$ cat config.mk
export PLATFORM = sky130hd
export DESIGN_NAME = uart_verici
export DESIGN_NICKNAME = d
export VERILOG_FILES = /design/src/rtl/uart_verici_pkg.sv /design/src/rtl/uart_baud_sayaci.sv /design/src/rtl/uart_verici.sv
export SDC_FILE = /design/constraint.sdc
export NUM_CORES = 1
export LEC_CHECK = 0
export CAP_MARGIN = 20
export CORE_MARGIN = 2
export CORE_UTILIZATION = 56
export CTS_CLUSTER_DIAMETER = 30
export CTS_CLUSTER_SIZE = 40
export DETAILED_ROUTE_END_ITERATION = 10
export PLACE_DENSITY = 0.78
export SYNTH_ARGS = -nofsm -noshare
export SYNTH_HDL_FRONTEND = slang
export SYNTH_HIERARCHICAL = 1
export SYNTH_SLANG_ARGS = --single-unit
$ cat constraint.sdc
create_clock -name clk_i -period 4.05 [get_ports clk_i]
set_input_delay 0.81 -clock clk_i [delete_from_list [all_inputs] [get_ports clk_i]]
set_output_delay 0.81 -clock clk_i [all_outputs]
set_load 0.005 [all_outputs]
$ cat src/rtl/uart_verici_pkg.sv
// Shared constants for the UART transmitter and the future receiver:
// state encodings, frame width and control-register field positions.
package uart_verici_pkg;

  typedef enum logic [2:0] {
    UART_TX_BOSTA  = 3'd0,
    UART_TX_BASLA  = 3'd1,
    UART_TX_VERI   = 3'd2,
    UART_TX_PARITE = 3'd3,
    UART_TX_DUR    = 3'd4
  } uart_tx_durum_e;

  localparam int unsigned UART_VERI_BIT = 8;

  // Control register layout in uart_denetleyicisi
  localparam int unsigned CTRL_TX_EN_BIT      = 0;
  localparam int unsigned CTRL_PARITE_EN_BIT  = 1;
  localparam int unsigned CTRL_PARITE_TEK_BIT = 2;
  localparam int unsigned CTRL_DUR_IKI_BIT    = 3;
  localparam int unsigned CTRL_BOLUCU_LSB     = 16;
  localparam int unsigned CTRL_BOLUCU_MSB     = 31;

endpackage

$ cat src/rtl/uart_baud_sayaci.sv
// Bit-period counter: load latches the period and restarts at 0, wrap pulses
// in the last cycle of each period. Shared with the receiver.
module uart_baud_sayaci #(
  parameter int unsigned BOLUCU_BIT = 16
) (
  input  logic                  clk_i,
  input  logic                  rstn_i,
  input  logic                  yukle_i,
  input  logic                  temizle_i,
  input  logic [BOLUCU_BIT-1:0] bolucu_i,
  input  logic                  sayim_en_i,
  output logic                  sarma_o
);

  logic [BOLUCU_BIT-1:0] son_q;
  logic [BOLUCU_BIT-1:0] sayac_q;

  assign sarma_o = sayim_en_i && (sayac_q == son_q);

  always_ff @(posedge clk_i or negedge rstn_i) begin
    if (!rstn_i) begin
      son_q   <= '0;
      sayac_q <= '0;
    end else if (yukle_i) begin
      // Divider values 0 and 1 both mean a one-cycle bit
      son_q   <= (bolucu_i == '0) ? '0 : bolucu_i - BOLUCU_BIT'(1);
      sayac_q <= '0;
    end else if (temizle_i || sarma_o) begin
      sayac_q <= '0;
    end else if (sayim_en_i) begin
      sayac_q <= sayac_q + BOLUCU_BIT'(1);
    end
  end

endmodule

$ cat src/rtl/uart_verici.sv
// UART transmitter: accepts one byte per valid/ready handshake and sends
// start, 8 data bits LSB-first, optional parity and 1 or 2 stop bits.
module uart_verici
  import uart_verici_pkg::*;
#(
  parameter int unsigned VERI_BIT   = UART_VERI_BIT,
  parameter int unsigned BOLUCU_BIT = 16
) (
  input  logic                  clk_i,
  input  logic                  rstn_i,
  input  logic [VERI_BIT-1:0]   veri_i,
  input  logic                  gecerli_i,
  output logic                  hazir_o,
  input  logic                  tx_en_i,
  input  logic [BOLUCU_BIT-1:0] bolucu_i,
  input  logic                  parite_en_i,
  input  logic                  parite_tek_i,
  input  logic                  dur_iki_i,
  output logic                  tx_o,
  output logic                  mesgul_o,
  output logic                  tamam_o
);

  localparam int unsigned IDX_W = $clog2(VERI_BIT);

  uart_tx_durum_e      durum_q, durum_d;
  logic [VERI_BIT-1:0] kaydirma_q, kaydirma_d;
  logic [IDX_W-1:0]    idx_q, idx_d;
  logic                parite_en_q, parite_en_d;
  logic                parite_bit_q, parite_bit_d;
  logic                dur_iki_q, dur_iki_d;
  logic                tx_q, tx_d;
  logic                baslat_q;
  logic                sarma, kabul, son_dur;

  uart_baud_sayaci #(
    .BOLUCU_BIT(BOLUCU_BIT)
  ) u_baud (
    .clk_i     (clk_i),
    .rstn_i    (rstn_i),
    .yukle_i   (kabul),
    .temizle_i (durum_d == UART_TX_BOSTA),
    .bolucu_i  (bolucu_i),
    .sayim_en_i(durum_q != UART_TX_BOSTA),
    .sarma_o   (sarma)
  );

  assign son_dur  = (durum_q == UART_TX_DUR) && sarma && (idx_q == IDX_W'(dur_iki_q));
  // baslat_q keeps ready low until the first clock after reset release
  assign hazir_o  = tx_en_i && baslat_q && ((durum_q == UART_TX_BOSTA) || son_dur);
  assign kabul    = gecerli_i && hazir_o;
  assign tamam_o  = son_dur;
  assign mesgul_o = (durum_q != UART_TX_BOSTA);
  assign tx_o     = tx_q;

  always_comb begin
    durum_d      = durum_q;
    kaydirma_d   = kaydirma_q;
    idx_d        = idx_q;
    parite_en_d  = parite_en_q;
    parite_bit_d = parite_bit_q;
    dur_iki_d    = dur_iki_q;
    unique case (durum_q)
      UART_TX_BOSTA: ;
      UART_TX_BASLA: begin
        if (sarma) begin
          durum_d = UART_TX_VERI;
          idx_d   = '0;
        end
      end
      UART_TX_VERI: begin
        if (sarma) begin
          kaydirma_d = kaydirma_q >> 1;
          idx_d      = idx_q + IDX_W'(1);
          if (idx_q == IDX_W'(VERI_BIT - 1)) begin
            durum_d = parite_en_q ? UART_TX_PARITE : UART_TX_DUR;
            idx_d   = '0;
          end
        end
      end
      UART_TX_PARITE: begin
        if (sarma) begin
          durum_d = UART_TX_DUR;
          idx_d   = '0;
        end
      end
      UART_TX_DUR: begin
        if (sarma) begin
          if (idx_q == IDX_W'(dur_iki_q)) durum_d = UART_TX_BOSTA;
          else                            idx_d   = idx_q + IDX_W'(1);
        end
      end
      default: durum_d = UART_TX_BOSTA;
    endcase
    if (kabul) begin
      durum_d      = UART_TX_BASLA;
      kaydirma_d   = veri_i;
      idx_d        = '0;
      parite_en_d  = parite_en_i;
      parite_bit_d = (^veri_i) ^ parite_tek_i;
      dur_iki_d    = dur_iki_i;
    end
  end

  // Line level is registered from the next state so tx_o never glitches
  always_comb begin
    tx_d = 1'b1;
    unique case (durum_d)
      UART_TX_BOSTA:  tx_d = 1'b1;
      UART_TX_BASLA:  tx_d = 1'b0;
      UART_TX_VERI:   tx_d = kaydirma_d[0];
      UART_TX_PARITE: tx_d = parite_bit_d;
      UART_TX_DUR:    tx_d = 1'b1;
      default:        tx_d = 1'b1;
    endcase
  end

  always_ff @(posedge clk_i or negedge rstn_i) begin
    if (!rstn_i) begin
      durum_q      <= UART_TX_BOSTA;
      kaydirma_q   <= '0;
      idx_q        <= '0;
      parite_en_q  <= 1'b0;
      parite_bit_q <= 1'b0;
      dur_iki_q    <= 1'b0;
      tx_q         <= 1'b1;
      baslat_q     <= 1'b0;
    end else begin
      durum_q      <= durum_d;
      kaydirma_q   <= kaydirma_d;
      idx_q        <= idx_d;
      parite_en_q  <= parite_en_d;
      parite_bit_q <= parite_bit_d;
      dur_iki_q    <= dur_iki_d;
      tx_q         <= tx_d;
      baslat_q     <= 1'b1;
    end
  end

endmodule

==> flow_metrics.tcl <==
set metrics [dict create \
    status "finished clean" \
    worst_clock_skew_ns 0.01034 \
    yosysSeqAreaShare_pct 43.80 \
    synthDistinctLibCells 51 \
    finalSetupTns_ns 0 \
    syn_area_um2 2917 \
    timing.final.max_slew_violations 0 \
    design.core.area_um2 5075 \
    path_cells "xor2_1 -> nor4_1 -> nand4_1 -> nor3_1 -> buf_4 -> nand3_2 -> a211oi_1 -> clkdlybuf4s50_1" \
    n_antenna_cell 0 \
    total_power_mw 1.622 \
    fin_ws_ns 0.4781 \
    synthTopCellsByCount "dfrtp_1, nor2_1, xor2_1, nand2_1, xnor2_1" \
    grt_antenna_before_repair 0 \
    critical_path_required_ns 3.24 \
    grt.total_usage_pct 20.08 \
    syn_inst 297 \
    fin_area_um2 3420 \
    post-place-ws_ns 0.6510 \
    async_reset_ff_share_pct 100.0 \
    grt_pass1_vias 2074 \
    grt_pass1_wl_mm 9.315 \
    drt_first_pass_iters 4 \
    drv_cap 0 \
    portBuffers 34 \
    crit_path_end_kind "output port" \
    clock_latency_ns 0.31 \
    drt-total-wl_mm 5.319 \
    cp_slowest_cell "clkdlybuf4s50_1" \
    drc 0 \
    max_stage_delay_ns 0.55 \
    htree_levels 2 \
    final.fill_count 439 \
    dieArea_um2 5801 \
    worstMarginPinSlew_ns 0.9609 \
    hold_viol_final 0 \
    root_buffer "clkbuf_8" \
    arrival_ns 2.76 \
    cts_buffer_depth 2 \
    grt_max_degree 31 \
    cts_tree "built" \
    period_needed_ns 3.572 \
    avgSynthCellArea_um2 9.820 \
    p_per_area_nw_per_um2 474.5 \
    cts_resized 0 \
    cp_max_fo 6 \
    hold_buffers 0 \
    path_clk_slew_ns 0.10 \
    rsz0062_at_grt "no" \
    numCtsBuffers 5 \
    synth_edf_count 0 \
    ios 35 \
    wl_per_cell_um 13.17 \
    vias_per_cell 5.351 \
    start_util_pct 57.47 \
    synth-main-ff-cell "dfrtp_1" \
    endpoint "hazir_o" \
    hold_path_class "in -> async" \
    dp_hpwl_mm 4.068 \
    yosysTopAreaCell "dfrtp_1" \
    drt_iter0_markers 77 \
    r2r-start "u_baud/sayac_q[14]" \
    period_share_pct 88.19 \
    die_h_um 76.17 \
    fmax_mhz 280.0 \
    yosysMostFrequentCell "dfrtp_1" \
    placed_area_um2 3304 \
    synth_seq_cells 51 \
    dieWidth_um 76.17 \
    ir_worst_vdd_mv 0.2291 \
    startpoint "u_baud/sayac_q[14]" \
    synth_area_leaders "dfrtp_1, xor2_1, xnor2_1" \
    rows 26 \
    postCtsSetupBuffers 0 \
    final-setup-viol-count 0 \
    r2r_cells 14 \
    area_delta_synth_final_pct 17.25 \
    critPathLaunchType "flip-flop" \
    cts_sinks 51 \
    relSlewSlack_pct 35.40 \
    power.leakage_nw 1.499 \
    vias 2162 \
    drive_gt1_share_pct 8.084 \
    postRouteAntennaNets 0 \
    final_core_util_pct 67.38 \
    routabilityCongestion 0.8410 \
    synth_nets 332 \
    r2r-end "u_baud/sayac_q[9]" \
    worstSetupPathType "reg -> out" \
    synth_top_area_share_pct 42.90 \
    overflow 0 \
    ys_warn_count 6 \
    reg2reg_slack_ns 1.04 \
    nNetsFinal 368 \
]
## where the power goes
| group | switching, mW | internal [mW] | leakage, nW | total, mW |
|---|---|---|---|---|
| clock | 0.169 | 0.186 | 0.0548 | 0.355 |
| sequential | 0.150 | 0.677 | 0.650 | 0.828 |
| combinational | 0.195 | 0.244 | 0.794 | 0.439 |
| total | 0.515 | 1.11 | 1.50 | 1.62 |
## critical path, delay by kind of cell (launching register included)
kind            cells  cell delay [ns]
compound gates      1             0.29
xor+xnor            1             0.17
buf+inv             2             0.73
flops               1             0.43
simple gates        4             0.84
## layout make-up
cell class	instances	area [um2]	share of cell area (%)
clock buffers	5	68.82	2.012
clock inverters	3	46.29	1.354
inverters	8	30.03	0.8782
multi-input cells	228	1536	44.93
flip-flops and latches	51	1277	37.36
well taps	70	87.58	2.561
repair buffers	39	372.9	10.90
## layer usage
layer  GRT usage [%]  part of all wire [%]  up-vias
li1                -                     -     1104
met1           24.63                    45     1011
met2           35.63                    50       43
met3           3.673                   3.2        4
met4           7.091                   1.5        0
met5               0                     0        -
## registers in the layout, indices dropped and copies added (netlist names)
| name | cells |
|---|---|
| tx_o | 1 |
| parite_en_q | 1 |
| durum_q | 3 |
| kaydirma_q | 8 |
| u_baud/sayac_q | 16 |
| dur_iki_q | 1 |
| u_baud/son_q | 16 |
| idx_q | 3 |
| baslat_q | 1 |
| parite_bit_q | 1 |
## how the worst min path moves through the flow
| stage | from | end | slack (ns) |
|---|---|---|---|
| detailed placement | kaydirma_q[4] | kaydirma_q[4] | 0.47 |
| global route | rstn_i | dur_iki_q | 0.47 |
| CTS | rstn_i | dur_iki_q | 0.46 |
| floorplan | kaydirma_q[2] | kaydirma_q[2] | 0.45 |
| global placement | kaydirma_q[4] | kaydirma_q[4] | 0.46 |
| finish | rstn_i | durum_q[2] | 0.45 |
## layout by cell type, fill, tap and decap left out, types with 4 or more instances in the layout
master | synthesis | layout
ha_1 | 4 | 4
nand2b_1 | 4 | 4
inv_1 | 7 | 7
a21oi_1 | 9 | 9
nor2_1 | 42 | 42
xor2_1 | 26 | 26
dfrtp_1 | 50 | 50
o2bb2ai_1 | 6 | 6
nand3_1 | 7 | 7
clkbuf_8 | 0 | 5
a21o_1 | 9 | 9
o31ai_1 | 6 | 6
clkdlybuf4s50_1 | 0 | 33
a22o_1 | 6 | 6
mux2i_1 | 6 | 6
nor3_1 | 9 | 9
nand4_1 | 6 | 6
nor4_1 | 6 | 6
buf_4 | 0 | 5
xnor2_1 | 22 | 22
nand2_1 | 22 | 22
## cell families after synthesis
group / after synthesis / synth area share, %
AND/OR/NAND/NOR: 113 / 19.65
AO/OA/AOI/OAI: 51 / 12.61
flip-flops: 51 / 43.80
XOR/XNOR: 49 / 14.97
buffers and inverters: 18 / 3.518
multiplexers: 10 / 3.604
adder cells (fa/ha/maj): 4 / 1.716
other: 1 / 0.1286
## stage by stage
| step | instances | hold WS, ns |
|---|---|---|
| final | 404 | 0.4518 |
| after detailed placement | 396 | 0.4671 |
| after global routing | 404 | 0.4722 |
| after global placement | 396 | 0.4614 |
| after floorplan | 297 | 0.4500 |
| after CTS | 404 | 0.4580 |
No activity file was read; power rests on OpenSTA's default activity.
